`src/rtl/elevator_scan_ctrl_if.sv`:
```
// elevator_scan_ctrl_if: request/indicator bundle between the call-button
// decode (master) and the elevator controller (slave).
// door_hold exists only when ELEV_DOOR_HOLD_EN is defined.
interface elevator_scan_ctrl_if #(
  parameter int NUM_FLOORS = 8
);
  localparam int FLOOR_W = $clog2(NUM_FLOORS);

  logic [NUM_FLOORS-1:0] req_set;
  logic [FLOOR_W-1:0]    floor_pos;
  logic                  dir_up;
  logic                  moving;
  logic                  door_open;
  logic                  arrived;
  logic [NUM_FLOORS-1:0] pending;
`ifdef ELEV_DOOR_HOLD_EN
  logic                  door_hold;
`endif

  modport master (
`ifdef ELEV_DOOR_HOLD_EN
    output door_hold,
`endif
    output req_set,
    input  floor_pos, dir_up, moving, door_open, arrived, pending
  );

  modport slave (
`ifdef ELEV_DOOR_HOLD_EN
    input  door_hold,
`endif
    input  req_set,
    output floor_pos, dir_up, moving, door_open, arrived, pending
  );
endinterface

```
`src/rtl/elevator_scan_ctrl.sv`:
```
// elevator_scan_ctrl: N-floor elevator controller. Requests are latched in a
// pending bitmap and served in SCAN order (keep direction while requests lie
// ahead, reverse only when none remain). Travel and door are timed.
// Optional feature macro: ELEV_DOOR_HOLD_EN (door_hold keeps the door open).
//
// state | meaning
// IDLE  | one-cycle decision: open door here, move toward a request, or wait
// MOVE  | travelling one floor step for TRAVEL_CYCLES cycles
// DOOR  | door open, timer counts down to close
module elevator_scan_ctrl #(
  parameter int NUM_FLOORS    = 8,
  parameter int TRAVEL_CYCLES = 4,
  parameter int DOOR_CYCLES   = 8
) (
  input logic                 clk,
  input logic                 reset_n,
  elevator_scan_ctrl_if.slave bus
);
  localparam int FLOOR_W = $clog2(NUM_FLOORS);
  localparam int TRAV_W  = (TRAVEL_CYCLES > 1) ? $clog2(TRAVEL_CYCLES) : 1;
  localparam int DOOR_W  = $clog2(DOOR_CYCLES + 1);
  localparam logic [TRAV_W-1:0] TRAV_LAST = TRAV_W'(TRAVEL_CYCLES - 1);
  localparam logic [DOOR_W-1:0] DOOR_LOAD = DOOR_W'(DOOR_CYCLES);

  typedef enum logic [1:0] {S_IDLE, S_MOVE, S_DOOR} state_t;

  state_t                state_q, state_d;
  logic [FLOOR_W-1:0]    floor_q, floor_d;
  logic                  dir_q, dir_d;
  logic                  arrived_q, arrived_d;
  logic [NUM_FLOORS-1:0] pend_q, pend_d;
  logic [TRAV_W-1:0]     trav_q, trav_d;
  logic [DOOR_W-1:0]     door_q, door_d;

  logic                  above, below, ahead, behind;
  logic                  hold, here_req;
  logic [NUM_FLOORS-1:0] here_mask, clr, req_eff;

`ifdef ELEV_DOOR_HOLD_EN
  assign hold = bus.door_hold;
`else
  assign hold = 1'b0;
`endif

  assign here_mask = NUM_FLOORS'(1) << floor_q;
  assign here_req  = |(bus.req_set & here_mask);
  assign ahead     = dir_q ? above : below;
  assign behind    = dir_q ? below : above;

  // Is any pending request above / below the current floor?
  always_comb begin
    above = 1'b0;
    below = 1'b0;
    for (int i = 0; i < NUM_FLOORS; i++) begin
      if (pend_q[i] && (FLOOR_W'(i) > floor_q)) above = 1'b1;
      if (pend_q[i] && (FLOOR_W'(i) < floor_q)) below = 1'b1;
    end
  end

  // Next-state: SCAN decision, travel/door timers, request bitmap.
  always_comb begin
    state_d   = state_q;
    floor_d   = floor_q;
    dir_d     = dir_q;
    arrived_d = 1'b0;
    trav_d    = trav_q;
    door_d    = door_q;
    clr       = '0;
    req_eff   = bus.req_set;
    case (state_q)
      S_IDLE: begin
        if (|pend_q) begin
          if (|(pend_q & here_mask)) begin
            state_d = S_DOOR;
            door_d  = DOOR_LOAD;
            clr     = here_mask;
          end else if (ahead) begin
            state_d = S_MOVE;
            trav_d  = '0;
          end else if (behind) begin
            state_d = S_MOVE;
            trav_d  = '0;
            dir_d   = ~dir_q;
          end
        end
      end
      S_MOVE: begin
        if (trav_q == TRAV_LAST) begin
          state_d   = S_IDLE;
          trav_d    = '0;
          floor_d   = dir_q ? floor_q + FLOOR_W'(1) : floor_q - FLOOR_W'(1);
          arrived_d = 1'b1;
        end else begin
          trav_d = trav_q + TRAV_W'(1);
        end
      end
      S_DOOR: begin
        // A call for the floor we are standing at just keeps the door open.
        req_eff = bus.req_set & ~here_mask;
        if (hold || here_req) begin
          door_d = DOOR_LOAD;
        end else if (door_q == DOOR_W'(1)) begin
          state_d = S_IDLE;
          door_d  = '0;
        end else begin
          door_d = door_q - DOOR_W'(1);
        end
      end
      default: state_d = S_IDLE;
    endcase
    pend_d = (pend_q | req_eff) & ~clr;
  end

  // State and datapath registers.
  always_ff @(posedge clk or negedge reset_n) begin
    if (!reset_n) begin
      state_q   <= S_IDLE;
      floor_q   <= '0;
      dir_q     <= 1'b1;
      arrived_q <= 1'b0;
      pend_q    <= '0;
      trav_q    <= '0;
      door_q    <= '0;
    end else begin
      state_q   <= state_d;
      floor_q   <= floor_d;
      dir_q     <= dir_d;
      arrived_q <= arrived_d;
      pend_q    <= pend_d;
      trav_q    <= trav_d;
      door_q    <= door_d;
    end
  end

  assign bus.floor_pos = floor_q;
  assign bus.dir_up    = dir_q;
  assign bus.moving    = (state_q == S_MOVE);
  assign bus.door_open = (state_q == S_DOOR);
  assign bus.arrived   = arrived_q;
  assign bus.pending   = pend_q;
endmodule

```
`src/flat_wrapper.sv`:
```
// flat-port wrapper written by rule: the top's interface ports become plain ports
module elevator_scan_ctrl_flat 
#(
  parameter int NUM_FLOORS    = 8,
  parameter int TRAVEL_CYCLES = 4,
  parameter int DOOR_CYCLES   = 8
)
  (clk, reset_n, bus_req_set, bus_floor_pos, bus_dir_up, bus_moving, bus_door_open, bus_arrived, bus_pending);
  elevator_scan_ctrl_if #(.NUM_FLOORS(NUM_FLOORS)) bus_i ();
  input logic clk;
  input logic reset_n;
  input wire logic [$bits(bus_i.req_set)-1:0] bus_req_set;
  output wire logic [$bits(bus_i.floor_pos)-1:0] bus_floor_pos;
  output wire logic [$bits(bus_i.dir_up)-1:0] bus_dir_up;
  output wire logic [$bits(bus_i.moving)-1:0] bus_moving;
  output wire logic [$bits(bus_i.door_open)-1:0] bus_door_open;
  output wire logic [$bits(bus_i.arrived)-1:0] bus_arrived;
  output wire logic [$bits(bus_i.pending)-1:0] bus_pending;
  assign bus_i.req_set = bus_req_set;
  assign bus_floor_pos = bus_i.floor_pos;
  assign bus_dir_up = bus_i.dir_up;
  assign bus_moving = bus_i.moving;
  assign bus_door_open = bus_i.door_open;
  assign bus_arrived = bus_i.arrived;
  assign bus_pending = bus_i.pending;
  elevator_scan_ctrl #(.NUM_FLOORS(NUM_FLOORS), .TRAVEL_CYCLES(TRAVEL_CYCLES), .DOOR_CYCLES(DOOR_CYCLES)) u_core (.clk(clk), .reset_n(reset_n), .bus(bus_i));
endmodule
```
`config.mk`:
```
export PLATFORM = sky130hd
export DESIGN_NAME = elevator_scan_ctrl_flat
export DESIGN_NICKNAME = d
export VERILOG_FILES = /design/src/rtl/elevator_scan_ctrl_if.sv /design/src/rtl/elevator_scan_ctrl.sv /design/src/flat_wrapper.sv
export SDC_FILE = /design/constraint.sdc
export NUM_CORES = 1
export LEC_CHECK = 0
export BUFFER_PORTS_ARGS = -buffer_cell sky130_fd_sc_hd__buf_2
export CAP_MARGIN = 25
export CORE_MARGIN = 5
export CORE_UTILIZATION = 49
export DETAILED_ROUTE_END_ITERATION = 12
export PLACE_DENSITY_LB_ADDON = 0.25
export REMOVE_ABC_BUFFERS = 1
export SYNTH_ARGS = -nofsm -noshare
export SYNTH_HDL_FRONTEND = slang
export SYNTH_SLANG_ARGS = --single-unit
```
`constraint.sdc`:
```
create_clock -name clk -period 2.1 [get_ports clk]
set_input_delay 0.315 -clock clk [delete_from_list [all_inputs] [get_ports clk]]
set_output_delay 0.315 -clock clk [all_outputs]
set_load 0.01 [all_outputs]
```
Yosys cells after proc, flatten, opt, wreduce, memory -nomap -nowiden

Index checks and enable logic that the tools add are counted.

Flip-flop bits (word level): 21
Word-level logic and storage cells: 121
Input bits: 10
Output and inout bits: 15

Mux-type cells: 44
Bitwise gates (word level): 10
Equality and inequality tests: 12
Shift-type cells: 1
Reduce and logical (&&, ||, !) cells: 27
$add $sub $neg: 4
$lt $le $gt $ge: 16

Operators with widths:

| operator                                                                       | count |
|---|---|
| 8-bit AND                                                                      | 4 |
| 8-bit two-way mux                                                              | 4 |
| 2-bit two-way mux                                                              | 12 |
| 8-bit OR reduction                                                             | 3 |
| 1-bit two-way mux                                                              | 20 |
| 1-bit logical AND                                                              | 16 |
| 4-bit two-way mux                                                              | 4 |
| 8-bit NOT                                                                      | 2 |
| 3-bit greater-than comparator, first input constant                            | 4 |
| 3-bit < comparator, first input constant                                       | 4 |
| 5-bit AND reduction                                                            | 2 |
| 2-bit by 1-bit inequality test with 1-bit output, second input constant        | 4 |
| 8-bit OR                                                                       | 1 |
| 4-bit one-hot mux with 2 select lines                                          | 1 |
| 1-bit by 3-bit << shifter with 8-bit output, first input constant              | 1 |
| 1-bit by 3-bit greater-than comparator with 1-bit output, first input constant | 2 |
| 2-bit by 3-bit greater-than comparator with 1-bit output, first input constant | 2 |
| 1-bit by 3-bit < comparator with 1-bit output, first input constant            | 2 |
| 2-bit by 3-bit < comparator with 1-bit output, first input constant            | 2 |
| 2-bit one-hot mux with 3 select lines                                          | 1 |
| 2-bit == test, second input constant                                           | 2 |
| 4-bit by 1-bit == test with 1-bit output, second input constant                | 1 |
| 2-bit inequality test, second input constant                                   | 2 |
| 4-bit by 1-bit inequality test with 1-bit output, second input constant        | 1 |
| other kinds (14)                                                               | 17 |

Depth between registers and ports, before layout

Depth in word-level cells: 16
Depth in mapped cells: 7
Depth with buffers taken out: 7

Worst setup path after synthesis

No wires, ideal clock.

Path kind: register to register
Start point: reg u_core.floor_q[1], in the netlist u_core.bus.floor_pos[1]
End point: reg u_core.dir_q, in the netlist u_core.bus.dir_up
Arrival: 2124 ps
Buffers on the path: 0
Clock period less this slack: 2203 ps
Library setup time: 80 ps
Cell stages (with the launch flop): 8
Slack: -103 ps
Data required time: 2020 ps
Cell sequence: dfrtp_1 inv_1 ha_1 a22oi_1 a22oi_2 or4_4 o21a_1 o22a_1

Longest elaborated chain between the ends: 13
Elaborated cells between the ends (all ways): 56
Classes of those cells: order compare (16); shift (1); mux (18); bitwise (3); reduce/logical (18)

RTL lines:

| item                                                                                                                             | RTL line                                           | text |
|---|---|---|
| from (decl)                                                                                                                      | elevator_scan_ctrl.sv:28                           | `logic [FLOOR_W-1:0] floor_q, floor_d;` |
| from (signal assigned)                                                                                                           | elevator_scan_ctrl.sv:126                          | `floor_q <= floor_d;` |
| 1-bit by 3-bit < comparator with 1-bit output / 1-bit by 3-bit greater-than comparator with 1-bit output (equally long branches) | elevator_scan_ctrl.sv:56, elevator_scan_ctrl.sv:55 |  |
| 1-bit logical AND, on equally long branches                                                                                      | elevator_scan_ctrl.sv:56, elevator_scan_ctrl.sv:55 |  |
| 1-bit two-way mux, on equally long branches (8 in a row)                                                                         | elevator_scan_ctrl.sv:56, elevator_scan_ctrl.sv:55 |  |
| 1-bit two-way mux                                                                                                                | elevator_scan_ctrl.sv:47                           | `assign ahead = dir_q ? above : below;` |
| 1-bit NOT (no source line)                                                                                                       | n/a                                                |  |
| 5-bit AND reduction (no source line) *                                                                                           | n/a                                                |  |
| to (signal assigned)                                                                                                             | elevator_scan_ctrl.sv:127                          | `dir_q <= dir_d;` |
| to (decl)                                                                                                                        | elevator_scan_ctrl.sv:29                           | `logic dir_q, dir_d;` |

Mark *: on every way between the ends. The rest lies on a longest branch, timed or not.
A chain may end at the register's enable or synchronous reset.

Worst setup path after layout

Start point: reg u_core.floor_q[0], in the netlist u_core.bus.floor_pos[0]
End point: reg u_core.dir_q, in the netlist u_core.bus.dir_up

Same word-level chain as after synthesis.

==> results.py <==
metrics = {
    "status": {
        "status": "complete, no violations",
    },
    "cts": {
        "root_buffer": "clkbuf_4",
        "cts_max_level": 1,
        "cts_buffer_depth": 2,
        "insertion_delay_ps": 310,
        "cts.sinks": 21,
        "cts_tree": "done",
        "cts_buffers": 3,
        "clk_pin_slew_ps": 130,
    },
    "grt": {
        "grt_max_degree": 22,
        "grt_overflow_total": 0,
        "grt_pass1_wl_mm": 5.78,
        "antenna_found_initial": 0,
        "gr-usage-all-layers_pct": 20.3,
        "grt_pass1_vias": 1305,
    },
    "critical_path": {
        "end_kind": "flip-flop",
        "start_kind": "flip-flop",
        "cp_max_fo": 4,
        "reg2reg_depth": 7,
        "required_ps": 2350,
        "crit_arrival_ps": 2320,
        "path_class": "reg -> reg",
    },
    "power_and_ir_drop": {
        "ir_worst_vdd_mv": 0.768,
        "switching_share_pct": 44.3,
        "netSwitchingPower_w": 0.000939,
        "pwr-share-comb_pct": 60.5,
        "total_leakage_power_nw": 0.760,
        "pwr-share-seq_pct": 29.9,
        "pwr-share-clk_pct": 9.6,
        "p_int_w": 0.00118,
        "powerDensity_nw_per_um2": 1240,
    },
    "timing": {
        "relSlewSlack_pct": 65.7,
        "slew_violations": 0,
        "finalHoldViolCount": 0,
        "fin_ws_ps": 27.4,
        "rsz0062_at_grt": "yes",
        "worst_hold_slack_ps": 249,
        "setup_viol": 0,
        "skew_ps": 3.73,
        "fmax_mhz": 482,
        "tightest_slew_ps": 508,
        "fin_crit_sh_pct": 98.7,
        "min_period_ps": 2070,
    },
    "logic_synthesis": {
        "ys_async_sr_fraction_pct": 100,
        "yosys_warnings": 0,
        "synth_top_area_cell": "dfrtp_1",
        "synth.avg_cell_area_um2": 8.96,
        "synth_ff_type": "dfrtp_1",
        "synth-edff-count": 0,
        "netlist_instances": 148,
        "ys_types": 41,
        "ys_ff_latch": 21,
        "syn_area_um2": 1330,
        "yosysTopAreaCellShare_pct": 37.7,
        "yosysSeqAreaShare_pct": 39.7,
        "synth_area_leaders": "dfrtp_1 (38%), ha_1 (9.4%), o21ai_0 (6.4%), nand2_1 (4.8%), a31oi_1 (3.3%)",
    },
    "routing": {
        "routedWlPerCell_um": 16.1,
        "drtIter0Drc": 91,
        "dr.pass1.iters": 4,
        "wirelength_mm": 3.60,
        "via_per_inst": 6.16,
        "drc_errors": 0,
        "vias": 1380,
        "ant_nets": 0,
    },
    "place": {
        "dp.cells": 218,
        "gp_congestion": 0.882,
        "hpwl_mm": 2.68,
        "dp_slack_ps": 13.6,
        "numPortBuffers": 24,
    },
    "final_layout": {
        "final_cells": 224,
        "area_delta_synth_final_pct": 28.7,
        "nNetsFinal": 215,
        "finish.utilization_pct": 67.7,
        "n_antenna_cell": 0,
        "drive_above_1_share_pct": 31.4,
    },
    "floorplan": {
        "fp.dieArea_um2": 3850,
        "die_height_um": 62.0,
        "die_width_um": 62.0,
        "fp-row-count": 18,
        "coreArea_um2": 2520,
        "io_pins": 25,
        "start_util_pct": 52.6,
    },
    "hold_path": {
        "hold_depth": 3,
        "hold_class": "in -> reg",
    },
    "job": {
        "cap_viol_max_count": 0,
    },
}
## synthesized netlist by cell type (2+ instances only)
cell type   n
o22ai_1     2
nand2b_1    3
a22oi_2     2
nor2b_1     3
o2111ai_1   2
nand3b_1    2
a22oi_1     5
nor2_1     11
or4_1       2
ha_1       10
nand2_1    17
o21ai_1     2
inv_1      10
a21o_1      2
nor3_1      2
o21ai_0    17
a21oi_1     7
a31oi_1     7
dfrtp_1    20
## metal layers
layer,share of wire (%),GRT usage (%)
met5,0,0
met4,1.3,7.58
met3,7.0,3.10
met2,50,34.0
met1,41,26.2
## worst max-delay path, cell delays in order, from the launching register on
cell and delay (ps):
dfrtp_1 440, ha_2 230, ha_2 210, a22oi_1 160
nand2_1 90, or4_4 500, o21a_1 190, o22a_1 190
## sequential cells by signal (all words and copies together) (netlist names)
signal	flops
u_core.trav_q	2
u_core.door_q	4
u_core.bus.dir_up	1
u_core.bus.pending	8
u_core.bus.arrived	1
u_core.bus.floor_pos	3
u_core.state_q	2
## path summary, 6_finish.rpt
| kind | from | to | slack [ps] |
|---|---|---|---|
| min reg2reg | u_core.trav_q[0] | u_core.trav_q[0] | 510 |
| min in group asynchronous | reset_n | u_core.bus.pending[5] | 480 |
| max | u_core.bus.floor_pos[0] | u_core.bus.dir_up | 30 |
| max reg2reg | u_core.bus.floor_pos[0] | u_core.bus.dir_up | 30 |
| min | bus_req_set[5] | u_core.bus.pending[5] | 250 |
| max in group asynchronous | reset_n | u_core.bus.dir_up | 1260 |
## power groups by stage
stage,Sequential [W],Clock (W),Combinational (W)
3_5_place_dp,0.000637,0,0.00119
4_1_cts,0.000629,0.000209,0.00120
3_3_place_gp,0.000628,0,0.00114
5_1_grt,0.000653,0.000227,0.00142
2_1_floorplan,0.000671,0,0.000664
6_report,0.000634,0.000203,0.00128
## cells in the final DEF, fill, tap and decap left out, types with 3 or more instances in the layout
cell	synthesis	final
a22oi_1	5	4
clkbuf_4	0	3
nor2b_1	3	3
a21oi_1	7	7
nor2_1	11	11
o21ai_0	17	16
a22oi_2	2	3
nand2_1	17	17
nand2b_1	3	3
buf_2	1	24
a31oi_1	7	7
inv_1	10	10
ha_2	0	4
o21ai_1	2	3
ha_1	10	4
dfrtp_1	20	20
buf_4	0	17
## per-stage QoR
step / instance area [µm²] / setup TNS [ps] / total power, W
3_3_place_gp: 1610 / 0 / 0.00177
5_1_grt: 1710 / -20.7 / 0.00230
3_5_place_dp: 1610 / 0 / 0.00182
6_report: 1710 / 0 / 0.00212
2_1_floorplan: 1320 / -282 / 0.00134
4_1_cts: 1640 / -3.80 / 0.00204
## layout make-up
cell class | count | area (µm²)
fill | 225 | 816
tap | 30 | 37.5
timing repair buffer | 43 | 269
multi-input combinational | 115 | 805
inverter | 11 | 41.3
clock buffer | 3 | 22.5
clock inverter | 1 | 5.00
sequential | 21 | 527
## timing repair
action	4_1_cts	5_1_grt
pin swaps	1	5
resized for setup	1	12
setup buffers	0	1
setup endpoints to repair	2	5
endpoints found under the hold margin	20	0
hold buffers	1	0
## cells by family after synthesis
group,after synthesis,share of synthesized area [%]
DFF,21,39.7
AOI/OAI and AO/OA,57,29.0
and+or+nand+nor,46,17.1
adders and majority gates,10,9.43
xor gates and xnor gates,2,1.32
buffers and inverters,12,3.49
Power figures use the tool's default switching activity.
